<file path="src/rtl/instruction_fetch_buffer.sv">
// rtl/instruction_fetch_buffer.sv - PC owner, single-outstanding memory fetcher and instruction FIFO
// Words are pushed with the PC they came from; a redirect flushes the FIFO and orphans any in-flight read.
module instruction_fetch_buffer #(
  parameter int                       ADDRESS_WIDTH = 8,
  parameter int                       WORD_WIDTH    = 32,
  parameter int                       FIFO_DEPTH    = 4,
  parameter int                       PC_STEP       = 4,
  parameter logic [ADDRESS_WIDTH-1:0] RESET_PC      = '0
) (
  input  logic                     clk,
  input  logic                     reset,
  input  logic                     fetch_enable,
  input  logic                     redirect,
  input  logic [ADDRESS_WIDTH-1:0] redirect_pc,
  output logic                     mem_start,
  output logic [ADDRESS_WIDTH-1:0] mem_address,
  input  logic                     mem_ready,
  input  logic [WORD_WIDTH-1:0]    mem_data,
  output logic                     instr_valid,
  output logic [WORD_WIDTH-1:0]    instr_word,
  output logic [ADDRESS_WIDTH-1:0] instr_pc,
  input  logic                     instr_ready,
  output logic                     busy
);

  localparam int PTR_W = $clog2(FIFO_DEPTH);
  localparam int CNT_W = PTR_W + 1;
  localparam logic [CNT_W-1:0]         DEPTH_C = CNT_W'(FIFO_DEPTH);
  localparam logic [ADDRESS_WIDTH-1:0] STEP_C  = ADDRESS_WIDTH'(PC_STEP);

  typedef enum logic [1:0] {
    IDLE    = 2'd0,
    REQ     = 2'd1,
    DISCARD = 2'd2
  } state_t;

  state_t                   state_q, state_d;
  logic [ADDRESS_WIDTH-1:0] pc_q, pc_d;
  logic [ADDRESS_WIDTH-1:0] discard_addr_q, discard_addr_d;
  logic [PTR_W-1:0]         wr_ptr_q, wr_ptr_d;
  logic [PTR_W-1:0]         rd_ptr_q, rd_ptr_d;
  logic [CNT_W-1:0]         count_q, count_d;
  logic [WORD_WIDTH-1:0]    fifo_word_q [FIFO_DEPTH];
  logic [ADDRESS_WIDTH-1:0] fifo_pc_q   [FIFO_DEPTH];
  logic                     push;
  logic                     pop;

  always_ff @(posedge clk) begin
    if (reset) begin
      state_q <= IDLE;
    end else begin
      state_q <= state_d;
    end
  end

  always_comb begin
    state_d = state_q;
    unique case (state_q)
      IDLE: begin
        if (fetch_enable && (count_q < DEPTH_C) && !redirect) state_d = REQ;
      end
      REQ: begin
        if (mem_ready)     state_d = IDLE;
        else if (redirect) state_d = DISCARD;
      end
      DISCARD: begin
        if (mem_ready) state_d = IDLE;
      end
      default: state_d = IDLE;
    endcase
  end

  // DISCARD keeps presenting the orphaned address until the memory answers it
  always_comb begin
    mem_start   = (state_q != IDLE);
    busy        = (state_q != IDLE);
    mem_address = (state_q == DISCARD) ? discard_addr_q : pc_q;
  end

  assign push        = (state_q == REQ) && mem_ready && !redirect;
  assign instr_valid = (count_q != '0);
  assign pop         = instr_valid && instr_ready && !redirect;
  assign instr_word  = instr_valid ? fifo_word_q[rd_ptr_q] : '0;
  assign instr_pc    = instr_valid ? fifo_pc_q[rd_ptr_q] : '0;

  always_comb begin
    pc_d           = pc_q;
    discard_addr_d = discard_addr_q;
    wr_ptr_d       = wr_ptr_q + PTR_W'(push);
    rd_ptr_d       = rd_ptr_q + PTR_W'(pop);
    count_d        = count_q + CNT_W'(push) - CNT_W'(pop);
    if (push) pc_d = pc_q + STEP_C;
    if ((state_q == REQ) && redirect && !mem_ready) discard_addr_d = pc_q;
    if (redirect) begin
      pc_d     = redirect_pc;
      wr_ptr_d = '0;
      rd_ptr_d = '0;
      count_d  = '0;
    end
  end

  always_ff @(posedge clk) begin
    if (reset) begin
      pc_q           <= RESET_PC;
      discard_addr_q <= RESET_PC;
      wr_ptr_q       <= '0;
      rd_ptr_q       <= '0;
      count_q        <= '0;
    end else begin
      pc_q           <= pc_d;
      discard_addr_q <= discard_addr_d;
      wr_ptr_q       <= wr_ptr_d;
      rd_ptr_q       <= rd_ptr_d;
      count_q        <= count_d;
    end
  end

  always_ff @(posedge clk) begin
    if (push && !reset) begin
      fifo_word_q[wr_ptr_q] <= mem_data;
      fifo_pc_q[wr_ptr_q]   <= pc_q;
    end
  end

endmodule

</file>
<file path="config.mk">
export PLATFORM = sky130hd
export DESIGN_NAME = instruction_fetch_buffer
export DESIGN_NICKNAME = d
export VERILOG_FILES = /design/src/rtl/instruction_fetch_buffer.sv
export SDC_FILE = /design/constraint.sdc
export NUM_CORES = 1
export LEC_CHECK = 0
export ABC_AREA = 1
export BUFFER_PORTS_ARGS = -buffer_cell sky130_fd_sc_hd__clkbuf_2
export CORE_MARGIN = 4
export CORE_UTILIZATION = 44
export DETAILED_ROUTE_END_ITERATION = 16
export GPL_ROUTABILITY_DRIVEN = 0
export HOLD_SLACK_MARGIN = 0.08
export REMOVE_ABC_BUFFERS = 1
export SLEW_MARGIN = 10
export SYNTH_ARGS = -nofsm -noshare
export SYNTH_HDL_FRONTEND = slang
export SYNTH_SLANG_ARGS = --single-unit
</file>
<file path="constraint.sdc">
create_clock -name clk -period 10.4 [get_ports clk]
set_clock_uncertainty 0.15 [all_clocks]
set_input_delay 0.52 -clock clk [delete_from_list [all_inputs] [get_ports clk]]
set_output_delay 0.52 -clock clk [all_outputs]
set_load 0.05 [all_outputs]
</file>
# Word level (Yosys, flattened, before mapping)
# Memory sizes are Yosys's and may differ from the RTL's. A register that Yosys moved wholly into a read port is not among the register bits.
# Index checks and enable logic that the tools add are counted.
# word_totals
ff_bits	25
ramBits	160
input_bits	46
out_inout_bits	51
word_cells	51
memories	2
# classes
addsub	5
order_cmp	1
eq_ne	5
muxes	14
reduce_logical	18
# memory_table
memory	words	width	read_ports	rd_clocked_by_memory_dff	wr	line_no	text
fifo_word_q	4	32	1	1	1	43	logic [WORD_WIDTH-1:0] fifo_word_q [FIFO_DEPTH];
fifo_pc_q	4	8	1	1	1	44	logic [ADDRESS_WIDTH-1:0] fifo_pc_q [FIFO_DEPTH];
# ops
op	n
32-bit two-way mux	1
8-bit two-way mux	4
2-bit two-way mux	6
1-bit logical AND	9
8-bit by 3-bit adder with 8-bit output, second input constant	1
2-bit one-hot mux with 3 select lines	1
2-bit by 1-bit adder with 2-bit output	2
2-bit inequality test, second input constant	2
2-bit nonzero test	2
3-bit by 1-bit adder with 3-bit output	1
1-bit logical NOT	3
3-bit less-than comparator, second input constant	1
3-bit inequality test, second input constant	1
3-bit AND reduction	1
3-bit nonzero test	1
3-bit by 1-bit subtractor with 3-bit output	1
2-bit by 1-bit == test with 1-bit output, second input constant	1
2-bit == test, second input constant	1
2-bit logical NOT	1
1-bit two-way mux	2
2-bit OR reduction	1

# Logic depth before layout (Yosys ltp)
# logic_depth
word_depth	6
depth_mapped	9
ltp_nobuf	9

# Worst setup path after synthesis
# OpenSTA, ideal clock, no wires.
# synth_path
kind	input -> register
startpoint	input port redirect
endpoint	memory fifo_pc_q[0][0] (enable)
setup_ps	487
arrival_ps	3636
t_required_ps	9763
path_slack_ps	6127
path_stages	5
n_path_buf	0
path_cell_list	inv_2 > nand2_2 > nor2_2 > inv_2 > nor3_1
# synth_between
elab_chain_cells	5
# synth_lines
element	line_no	text
start, declared	13	input logic redirect,
1-bit logical NOT	80	assign push = (state_q == REQ) && mem_ready && !redirect;
1-bit logical AND	80	
1-bit logical AND	119	if (push && !reset) begin
1-bit two-way mux	119	
1-bit two-way mux (not written as such)	121	fifo_pc_q[wr_ptr_q] <= pc_q;
end, declared	44	
# Every way passes these cells.

==> metrics.txt <==
Hold Crit Class=input pin to flop; Total Die Area=19200 um^2; post-CTS setup buffers=0; fin crit period=4.22 ns; CP required=9.73 ns; yosys warns=0; Critical Path Start=rd_ptr_q[0]$_SDFF_PP0_; DR vias/cell=5.09; drt pass-1 iters=4; Slew Limit Fails=0; Worst-Margin Slew=1.08 ns; fin area=8650 um^2; unrepaired setup endpoints after global routing=false; r2r setup slk=7.63 ns; Fmax=237 MHz; Post-Synthesis Cell Area=7480 um^2; placed inst area=8100 um^2; CP Capture Type=output pin; Slew headroom=28.2%; Top Ports=97; WHS Path Cells=1; Netlist cell types=27; CTS sink count=185; post_cts resized=0; Root Buffer=clkbuf_16; CP Class=flop to output pin; Clock power frac=40.4%; setup TNS=0 ns; hold path start=mem_data[18]; diode count=0; largest cells by area after synthesis=edfxtp_1 64%, nor2_1 10%, dfxtp_1 6.7%; Detail Route Antenna Nets=0; CP arrival=3.55 ns; number of cell rows=47; placed cells=953; Die Height=138 um; Iteration-0 DRC Markers=461; highest net fanout along the worst path=82; clock slew at reported path FFs=0.06 ns; Congestion Overflow GR=0; status=finished, final reports clean; crit-path cells=clkinv_2, o21ai_0, a21oi_1, clkbuf_2; CTS tree=yes; commonest non-fill, non-tap cell in the layout=nor2_1; first-pass GRT wire length=26.3 mm; Final Hold Viols=0; Flop pwr share=56.1%; Net Switching=0.303 mW; Max-Cap Viols=0; number of synthesized register bits=185; switching share of power=20.8%; htree depth=4; VDD IR max=0.125 mV; cts bufs inserted=17; commonest non-fill, non-tap cells in the layout=203 x nor2_1, 160 x edfxtp_1, 96 x clkbuf_2, 79 x o21ai_0, 45 x nand2_1; cells on worst reg2reg path=4; Area Growth Syn to Fin=15.5%; Comb pwr share=3.6%; CP Launch Type=flop; Setup violations, final=0; Clock Path Buffers=2; FF-to-FF End=rd_ptr_q[0]$_SDFF_PP0_; R2R Path Start=rd_ptr_q[0]$_SDFF_PP0_; Syn Area/Cell=11.2 um^2; GRT Overall Usage=17.2%; Syn Inst Count=667; Routed WL=16.2 mm; Hold-fix buffers, CTS=0; final core occ=52.0%; vias post-DR=5018; Int Power=1.15 mW; Leak=3.22 nW; Final period util=40.6%; drt wl/cell=16.5 um; buffers added on ports=96; antenna violations before repair=0; hold endpoint=fifo_word_q[3][18]$_DFFE_PP_; Max stage delay cell, worst path=clkinv_2; # DRC=0; nets=802; core area=16600 um^2; post-synth top area share=64.2%; layout cells sized above 1=19.6%; largest net degree at the start of global routing=83; sequential-to-total area share from yosys stat=70.9%; fin cells=985; cell accounting for the most synthesized area=edfxtp_1; PwrDens=168 nW/um^2; worst-skew pair later-pin latency=0.42 ns; Detailed Place HPWL=9.18 mm; worst stage delay on the critical path=1.09 ns; starting density of the core=45.0%; die width=138 um; vias in the first global route=5120
sequential cells by signal, indices dropped and copies added, names as in the netlist:
name / flops
count_q: 3
discard_addr_q: 8
fifo_pc_q: 32
fifo_word_q: 128
pc_q: 8
rd_ptr_q: 2
state_q: 2
wr_ptr_q: 2
layout make-up:
class,count,area (um^2)
fill,1422,8000
tap,220,275
clock buffer,20,437
timing repair buffer,102,526
inverter,25,95.1
clock inverter,12,104
multi-input combinational,421,1900
sequential,185,5310
critical path: cells and delay by family, from the launching register on:
family                 cells  cell delay [ns]
buffers and inverters      2             1.37
DFF                        1             0.96
AOI/OAI and AO/OA          2             0.73
per-layer routing:
metal / track usage [%] / vias up / wire length (um)
li1: - / 2462 / -
met3: 3.49 / 13 / 726
met1: 23.0 / 2418 / 7440
met2: 28.7 / 125 / 7880
met5: 0 / - / 0
met4: 5.10 / 0 / 166
cell families after synthesis:
family | synth area share (%)
compound gates | 9.58
xor+xnor | 0.585
fa+ha+maj | 0.769
buf+inv | 4.00
flops | 70.9
simple gates | 14.2
worst max path at each step:
stage,end,slack (ns),depth (start not counted)
final,instr_word[24],6.18,4
after detailed placement,instr_word[30],7.08,4
after CTS,instr_word[30],6.62,4
after global routing,instr_pc[6],5.92,4
after floorplan,fifo_pc_q[0][0]$_DFFE_PP_,6.02,5
after global placement,instr_word[30],7.10,4
power groups by stage:
| stage | sequential (mW) | combinational (mW) | clock [mW] |
|---|---|---|---|
| after global placement | 0.832 | 0.0506 | 0 |
| after detailed placement | 0.832 | 0.0519 | 0 |
| after global routing | 0.816 | 0.0577 | 0.635 |
| after floorplan | 0.830 | 0.0291 | 0 |
| after CTS | 0.816 | 0.0521 | 0.600 |
| final | 0.816 | 0.0519 | 0.587 |
synth_stat cells:
library cell and instances:
nand3_1 10, nor3_1 4, nor2_1 203, ha_1 3, a21oi_1 44, dfxtp_1 25
buf_6 1, fa_1 1, nand4_1 3, nor2_2 1, o21ai_0 79, clkbuf_1 4
buf_2 13, buf_4 10, clkbuf_2 7, o21bai_1 1, xnor2_1 4, edfxtp_1 160
a21oi_2 1, nor2_4 2, xor2_1 1, nand2_2 2, inv_2 6, buf_1 1
o21ai_1 17, inv_1 19, nand2_1 45
metrics by stage:
| stage | hold WS [ns] | power (mW) | worst slack [ns] |
|---|---|---|---|
| 6_report | 0.167 | 1.46 | 6.18 |
| 5_1_grt | 0.147 | 1.51 | 5.92 |
| 4_1_cts | 0.145 | 1.47 | 6.62 |
| 3_5_place_dp | 0.359 | 0.884 | 7.08 |
| 3_3_place_gp | 0.347 | 0.882 | 7.10 |
| 2_1_floorplan | 0.328 | 0.859 | 6.02 |
Note: power is estimated with default switching activity, not from simulation.
